### config.mk
export PLATFORM = sky130hd
export DESIGN_NAME = reorder_buffer
export DESIGN_NICKNAME = d
export VERILOG_FILES = /design/src/rtl/reorder_buffer_pkg.sv /design/src/rtl/rob_query_port.sv /design/src/rtl/reorder_buffer.sv
export SDC_FILE = /design/constraint.sdc
export NUM_CORES = 2
export LEC_CHECK = 0
export CAP_MARGIN = 20
export CELL_PAD_IN_SITES_DETAIL_PLACEMENT = 1
export CELL_PAD_IN_SITES_GLOBAL_PLACEMENT = 1
export CORE_MARGIN = 1.5
export CORE_UTILIZATION = 45
export CTS_CLUSTER_DIAMETER = 40
export DETAILED_ROUTE_END_ITERATION = 8
export DONT_BUFFER_PORTS = 1
export PLACE_DENSITY = 0.79
export SYNTH_ARGS = -nofsm -noshare
export SYNTH_HDL_FRONTEND = slang
export SYNTH_SLANG_ARGS = --single-unit
### constraint.sdc
create_clock -name clk_in -period 36.3 [get_ports clk_in]
set_input_delay 10.89 -clock clk_in [delete_from_list [all_inputs] [get_ports clk_in]]
set_output_delay 10.89 -clock clk_in [all_outputs]
set_load 0.02 [all_outputs]
### src/rtl/reorder_buffer_pkg.sv
// rtl/reorder_buffer_pkg.sv - shared sizes and entry layout for the reorder buffer
// Optional feature macro used by this block: ROB_CDB_BYPASS_EN
package reorder_buffer_pkg;

    localparam int ROB_WIDTH_DEFAULT = 3;
    localparam int ROB_DEPTH         = 2 ** ROB_WIDTH_DEFAULT;
    localparam int REG_WIDTH         = 5;
    localparam int XLEN              = 32;

    typedef struct packed {
        logic                 busy;
        logic                 ready;
        logic [REG_WIDTH-1:0] rd;
        logic [XLEN-1:0]      val;
        logic                 mispredict;
        logic [XLEN-1:0]      target_pc;
    } rob_entry_t;

endpackage

### src/rtl/rob_query_port.sv
// rtl/rob_query_port.sv - combinational operand lookup into the reorder buffer
// ROB_CDB_BYPASS_EN adds a same-cycle forward from the CDB.
module rob_query_port
    import reorder_buffer_pkg::*;
#(
    parameter int ROB_WIDTH = ROB_WIDTH_DEFAULT
) (
    input  logic [ROB_WIDTH-1:0]      query_id,
    input  logic [(2**ROB_WIDTH)-1:0] entry_ready,
    input  logic [XLEN-1:0]           entry_val [2**ROB_WIDTH],
`ifdef ROB_CDB_BYPASS_EN
    input  logic                      cdb_valid,
    input  logic [ROB_WIDTH-1:0]      cdb_rob_id,
    input  logic [XLEN-1:0]           cdb_val,
`endif
    output logic                      query_ready,
    output logic [XLEN-1:0]           query_val
);

    always_comb begin
        query_ready = entry_ready[query_id];
        query_val   = entry_val[query_id];
`ifdef ROB_CDB_BYPASS_EN
        if (cdb_valid && (cdb_rob_id == query_id)) begin
            query_ready = 1'b1;
            query_val   = cdb_val;
        end
`endif
    end

endmodule

### src/rtl/reorder_buffer.sv
// rtl/reorder_buffer.sv - in-order retirement buffer feeding the register file write port
// Optional feature macro: ROB_CDB_BYPASS_EN (CDB-to-query forwarding).
module reorder_buffer
    import reorder_buffer_pkg::*;
#(
    parameter int ROB_WIDTH = ROB_WIDTH_DEFAULT
) (
    input  logic                 clk_in,
    input  logic                 rst_in,
    input  logic                 rdy_in,
    input  logic                 issue_valid,
    input  logic [4:0]           issue_rd,
    input  logic                 issue_ready,
    input  logic [31:0]          issue_val,
    output logic [ROB_WIDTH-1:0] issue_rob_id,
    output logic                 full,
    input  logic                 cdb_valid,
    input  logic [ROB_WIDTH-1:0] cdb_rob_id,
    input  logic [31:0]          cdb_val,
    input  logic                 cdb_mispredict,
    input  logic [31:0]          cdb_target_pc,
    input  logic [ROB_WIDTH-1:0] query_id1,
    input  logic [ROB_WIDTH-1:0] query_id2,
    output logic                 query_ready1,
    output logic                 query_ready2,
    output logic [31:0]          query_val1,
    output logic [31:0]          query_val2,
    output logic                 commit_valid,
    output logic [ROB_WIDTH-1:0] commit_rob_id,
    output logic [4:0]           set_reg_id,
    output logic [31:0]          set_val,
    output logic                 flush_out,
    output logic [31:0]          flush_pc
);

    localparam int DEPTH = 2 ** ROB_WIDTH;
    localparam logic [ROB_WIDTH:0] FULL_COUNT = (ROB_WIDTH + 1)'(DEPTH);

    rob_entry_t           ent [DEPTH];
    logic [ROB_WIDTH-1:0] head;
    logic [ROB_WIDTH-1:0] tail;
    logic [ROB_WIDTH:0]   count;
    logic                 do_issue;
    logic                 do_commit;
    logic                 do_flush;
    logic [DEPTH-1:0]     entry_ready;
    logic [31:0]          entry_val [DEPTH];

    assign full         = (count == FULL_COUNT);
    assign issue_rob_id = tail;
    // flush_out blocks issue so wrong-path instructions issued alongside the flush never land
    assign do_issue     = issue_valid && !full && !flush_out;
    assign do_commit    = (count != '0) && ent[head].busy && ent[head].ready;
    assign do_flush     = do_commit && ent[head].mispredict;

    always_ff @(posedge clk_in or posedge rst_in) begin
        if (rst_in) begin
            head          <= '0;
            tail          <= '0;
            count         <= '0;
            commit_valid  <= 1'b0;
            commit_rob_id <= '0;
            set_reg_id    <= '0;
            set_val       <= '0;
            flush_out     <= 1'b0;
            flush_pc      <= '0;
            for (int i = 0; i < DEPTH; i++) ent[i] <= '0;
        end else if (rdy_in) begin
            flush_out    <= 1'b0;
            commit_valid <= do_commit;
            if (do_commit) begin
                commit_rob_id <= head;
                set_reg_id    <= ent[head].rd;
                set_val       <= ent[head].val;
            end else begin
                set_reg_id    <= '0;
            end
            if (do_flush) begin
                flush_out <= 1'b1;
                flush_pc  <= ent[head].target_pc;
                head      <= '0;
                tail      <= '0;
                count     <= '0;
                for (int i = 0; i < DEPTH; i++) ent[i] <= '0;
            end else begin
                if (cdb_valid && ent[cdb_rob_id].busy) begin
                    ent[cdb_rob_id].ready      <= 1'b1;
                    ent[cdb_rob_id].val        <= cdb_val;
                    ent[cdb_rob_id].mispredict <= cdb_mispredict;
                    ent[cdb_rob_id].target_pc  <= cdb_target_pc;
                end
                if (do_issue) begin
                    ent[tail] <= '{busy: 1'b1, ready: issue_ready, rd: issue_rd,
                                   val: issue_val, mispredict: 1'b0, target_pc: '0};
                    tail      <= tail + ROB_WIDTH'(1);
                end
                // head entry is cleared last so a same-cycle writeback to it cannot revive it
                if (do_commit) begin
                    ent[head] <= '0;
                    head      <= head + ROB_WIDTH'(1);
                end
                count <= count + (ROB_WIDTH + 1)'(do_issue) - (ROB_WIDTH + 1)'(do_commit);
            end
        end
    end

    always_comb begin
        for (int i = 0; i < DEPTH; i++) begin
            entry_ready[i] = ent[i].ready;
            entry_val[i]   = ent[i].val;
        end
    end

    rob_query_port #(.ROB_WIDTH(ROB_WIDTH)) u_query1 (
        .query_id    (query_id1),
        .entry_ready (entry_ready),
        .entry_val   (entry_val),
`ifdef ROB_CDB_BYPASS_EN
        .cdb_valid   (cdb_valid),
        .cdb_rob_id  (cdb_rob_id),
        .cdb_val     (cdb_val),
`endif
        .query_ready (query_ready1),
        .query_val   (query_val1)
    );

    rob_query_port #(.ROB_WIDTH(ROB_WIDTH)) u_query2 (
        .query_id    (query_id2),
        .entry_ready (entry_ready),
        .entry_val   (entry_val),
`ifdef ROB_CDB_BYPASS_EN
        .cdb_valid   (cdb_valid),
        .cdb_rob_id  (cdb_rob_id),
        .cdb_val     (cdb_val),
`endif
        .query_ready (query_ready2),
        .query_val   (query_val2)
    );

endmodule

* Word-level counts from Yosys, hierarchy flattened *
Index checks and enable logic that the tools add are counted.

operators by class
  add/sub/neg operators = 4
  multipliers = 0
  div/mod/pow operators = 0
  $lt $le $gt $ge = 10
  equality and inequality tests = 1
  shift operators = 0
  mux-type cells = 48
  bitwise logic cells = 7
  reductions and logical operators = 18

operators with widths
  cell                   number
  $mux W576              8
  $bwmux W576            5
  $demux W72 S3          6
  $and A576 B576 Y576    1
  $not A576 Y576         1
  $bmux W72 S3           2
  $mux W72               6
  $bmux W32 S3           2
  $mux W32               5
  $mux W71               1
  $mux W65               1
  $mux W33               1
  $ge A4 B4 Y1 const B   5
  $not A3 Y4             5
  $lt A4 B1 Y1 const B   3
  $mux W3                4
  $logic_and A1 B1 Y1    9
  $lt A3 B4 Y1 const B   2
  $reduce_and A2 Y1      4
  $add A3 B1 Y3 const B  2
  $bmux W1 S3            2
  $mux W5                1
  $add A4 B1 Y4          1
  $eq A4 B4 Y1 const B   1
  other kinds (6)        10

storage, ports and cells
  register bits = 660
  bits in latches = 0
  RAM bits = 0
  ROM bits = 0
  input bits = 117
  output and inout port bits = 144
  logic and storage cells = 145
  memories = 0

* Logic depth before layout (Yosys ltp) *
  depth in word-level cells = 19
  gate-level depth with buffers = 15
  gate-level depth less buffers = 14

* Hierarchy *
A second synthesis with hierarchy kept.

second synthesis, totals
  cells, all modules = 3405
  area, all modules = 37144.4 um2

by module, submodules not included
  module          times used  cells each  area an instance (um2)  seq. area each (um2)
  reorder_buffer  1           3171        33158.1                 16515.8
  rob_query_port  2           117         1993.2                  0.0

* Worst setup path before layout *
No wires, ideal clock.

  path kind = input -> output
  start point = in query_id1[0]
  end point = out query_ready1
  data arrival time = 12.681 ns
  required time = 25.410 ns
  path slack = 12.729 ns
  stages = 5
  path buffers = 3
  cells stage by stage = buf_2 -> buf_1 -> clkbuf_1 -> mux4_2 -> mux2_2

between the ends
  longest elaborated chain between the ends = 2

RTL lines
  item                           RTL line              text
  start: declaration             reorder_buffer.sv:22  input logic [ROB_WIDTH-1:0] query_id1,
  $bmux W1 S3                    rob_query_port.sv:21  query_ready = entry_ready[query_id];
  $mux W1 (implied by the code)  rob_query_port.sv:21
  end: declaration               reorder_buffer.sv:24  output logic query_ready1,

Every way passes these cells. The select of a mux whose other input is x is not followed.

* Worst setup path in the final report *
  start point = in query_id2[0]
  end point = out query_val2[21]

between the ends
  longest elaborated chain between the ends = 4

RTL lines
  item                                         RTL line              text
  start: declaration                           reorder_buffer.sv:23  input logic [ROB_WIDTH-1:0] query_id2,
  $not A3 Y4 (implied by the code)             rob_query_port.sv:22  query_val = entry_val[query_id];
  $bmux W32 S3                                 rob_query_port.sv:22
  $mux W32 (implied by the code) (2 in a row)  rob_query_port.sv:22
  end: declaration                             reorder_buffer.sv:27  output logic [31:0] query_val2,

Every way passes these cells. The select of a mux whose other input is x is not followed.

==> impl_results.md <==
* Status: finished, violations left
* Failing checks: design-rule violations
* Cts repair resizes at 0
* Tmin final at 22720 ps
* I/O Buffers at 0
* Post-synth top area cell: dfrtp_1
* Met1 Usage GRT at 0.449
* GRT met2 Usage at 0.578
* Initial Util at 0.455
* Busiest grt layer: met2
* Antenna Nets Post-Route at 0
* Avg Cell Area, Syn at 10.8 µm²
* Cell Chain, Critical Path: mux4_2 > mux2_2
* Worst path arrival time at 11830 ps
* Fmax at 44.0 MHz
* Crit Reg-Reg Endpoint: set_val[30]$_DFFE_PP0P_
* RSZ-0062 raised after global routing: no
* Finished Layout Cells at 4330
* Synth top area cells: dfrtp_1 45%, o2bb2ai_1 11%, mux4_2 8.4%, mux2i_1 5.5%, a21oi_1 3.9%
* Vias at 32200
* Worst vdd ir at 0.0602 mV
* Max incr delay on CP at 520 ps
* Cts bufs inserted at 110
* Ys async rst share at 1.00
* Layout cells sized above 1 at 0.172
* Die W at 289 µm
* Mapped cell area at 0.0367 mm²
* Fill cells at 8360
* Wire length per cell at 35.3 µm
* Register area share after synthesis at 0.450
* Pwr/cell area at 92.8 mW/mm²
* Worst hold path depth at 1
* Total core area at 0.0807 mm²
* Global-route wire length before repair at 226000 µm
* Synth warn at 0
* Ports at 261
* Synth Instances at 3394
* Start point of the worst hold path: ent[447]$_DFFE_PP0P_
* Yosys reg bits at 660
* Clk sinks at 660
* Synth cell types at 67
* Worst Hold End: ent[447]$_DFFE_PP0P_
* Worst Max-Slew Pin Slew at 1340 ps
* Count of TritonRoute iterations in the first routing pass at 8
* Largest delay share family, worst path: multiplexers
* Register-to-register path setup slack at 31760 ps
* Syn nets at 3520
* Depth of the worst register-to-register path at 10
* CP startpoint kind: input port
* Post-CTS setup repair buffer count at 0
* Final hold violations at 0
* Initial antenna violation count at 8
* Cell count after placement at 4116
* Area grow syn2layout at 11.7%
* H-Tree Depth at 3
* TritonCTS clock tree: done
* Worst-skew pair later-pin latency at 710 ps
* Pleak at 16.7 nW
* Largest net degree at the start of global routing at 190
* Buffers plus inverters on the worst setup path at 0
* Clock-pin slew on the worst setup and hold paths at 50 ps
* Grt total ovfl at 0
* Rel. slew slack at 0.106
* Top cell type's share of synthesized area at 0.450
* Full die area at 0.0833 mm²
* Final net count at 3296
* Max-slew violation count at 0
* Top-count cell post-synth: dfrtp_1
* Worst reg2reg startpoint: head[0]$_DFFE_PP0P_
* Final period utilization at 0.626
* Hold Crit Class: reg2reg
* Crit end category: output pin
* WL final at 153000 µm
* Critical path's slowest cell: mux4_2
* Number of max-cap violations at 0
* Vias per inst at 7.44
* # hold bufs at CTS at 0
* Total track usage at 0.363
* CP Data Required Time at 25410 ps
* Synth Flop Type: dfrtp_1
* Vias in the first global route at 34700
* Most instantiated cells after synthesis: 660 x dfrtp_1, 441 x o2bb2ai_1, 289 x a21oi_1
* FP Rows at 104
* Setup TNS at 0 ps
* Post-synth EDFFs at 0
* Clock buffer depth at 3
* Final Setup Violations at 0
* Gp weighted congestion at 0.866
* Max FO, Critical Path at 66
* DPL Wire Length at 86700 µm
* Met3 Usage GRT at 0.0988
* Chip Height at 289 µm
* Iteration-0 DRC Markers at 3761
* CTS root buf: clkbuf_16
* Drt drc at 44
* Final Skew at 85.7 ps
* CP Class: in2out
worst reg2reg max path: stages, from the launching register on:
cell      delay, ps
dfrtp_2         530
buf_4           690
or3b_1          440
buf_4           260
o221ai_1        250
a211o_2         410
inv_4           240
nand2_4         430
buf_4           790
a31oi_1         200
a21o_1          210
per-stage QoR:
| stage | hold WS (ps) | utilization | worst slack (ps) | area, µm² | power [W] |
|---|---|---|---|---|---|
| 2_1_floorplan | 455 | - | 6910 | 36700 | 0.00220 |
| 3_3_place_gp | 467 | 0.460 | 13640 | 37100 | 0.00257 |
| 3_5_place_dp | 473 | 0.461 | 13630 | 37200 | 0.00268 |
| 4_1_cts | 491 | 0.508 | 13620 | 41000 | 0.00376 |
| 5_1_grt | 501 | 0.509 | 13600 | 41000 | 0.00394 |
| 6_report | 487 | 0.509 | 13580 | 41000 | 0.00381 |
state kept, by name (all words and copies together), names as in the netlist:
| signal | cells |
|---|---|
| commit_rob_id | 3 |
| flush_out | 1 |
| set_val | 32 |
| count | 4 |
| ent | 576 |
| commit_valid | 1 |
| issue_rob_id | 3 |
| set_reg_id | 5 |
| head | 3 |
| flush_pc | 32 |
final cells by class:
type                    instances  area, µm²  share of cell area
diodes                          3       7.51            0.000183
well taps                    1060       1330              0.0323
clock buffers                 125       2890              0.0704
inverters                      38        160             0.00390
clock inverters                84        922              0.0225
flip-flops and latches        660      16500               0.403
multi-input cells            2293      18600               0.454
repair buffers                 67        572              0.0139
cells in the final DEF (no fill, tap or decap), types with 39 or more instances in the layout:
cell,count
a21o_1,40
a21oi_1,289
a221oi_1,66
a22o_1,116
a22oi_1,129
a31oi_1,39
buf_4,62
clkbuf_16,111
dfrtp_1,659
mux2_2,96
mux2i_1,202
mux4_2,137
nand2_1,255
nor2_1,173
o21ai_0,72
o2bb2ai_1,441
routing by layer:
layer | up-vias | part of all wire
met1 | 16800 | 0.37
met5 | - | 0.00042
met4 | 10 | 0.053
met3 | 581 | 0.11
met2 | 2114 | 0.47
li1 | 12700 | -
worst max-delay path by stage:
stage / from / end / slack [ps] / cells after the start
final: query_id2[0] / query_val2[21] / 13580 / 2
after floorplan: rst_in / commit_rob_id[0]$_DFFE_PP0P_ / 6910 / 1
after detailed placement: query_id1[0] / query_val1[28] / 13630 / 2
after global routing: query_id1[1] / query_val1[28] / 13600 / 2
after global placement: query_id2[0] / query_val2[28] / 13640 / 2
after CTS: query_id1[1] / query_val1[28] / 13620 / 2
logic make-up (layout without fill, tap and decap cells):
logic type | count (synthesis) | after routing | synth area share
other | 0 | 3 | 0
AND/OR/NAND/NOR | 539 | 539 | 0.0615
buffers and inverters | 441 | 314 | 0.0496
adder cells (fa/ha/maj) | 9 | 9 | 0.00327
XOR/XNOR | 3 | 3 | 0.000715
multiplexers | 437 | 437 | 0.169
flip-flops | 660 | 660 | 0.450
AO/OA/AOI/OAI | 1305 | 1305 | 0.266
report_power, final:
| group | leakage, nW | switching, W | internal, W | total (W) |
|---|---|---|---|---|
| logic | 5.99 | 0.000803 | 0.000532 | 0.00134 |
| registers | 8.88 | 0.000385 | 0.00102 | 0.00140 |
| clock network | 1.82 | 0.000419 | 0.000655 | 0.00107 |
| total | 16.7 | 0.00161 | 0.00220 | 0.00381 |
(Power assumes the default switching activity.)
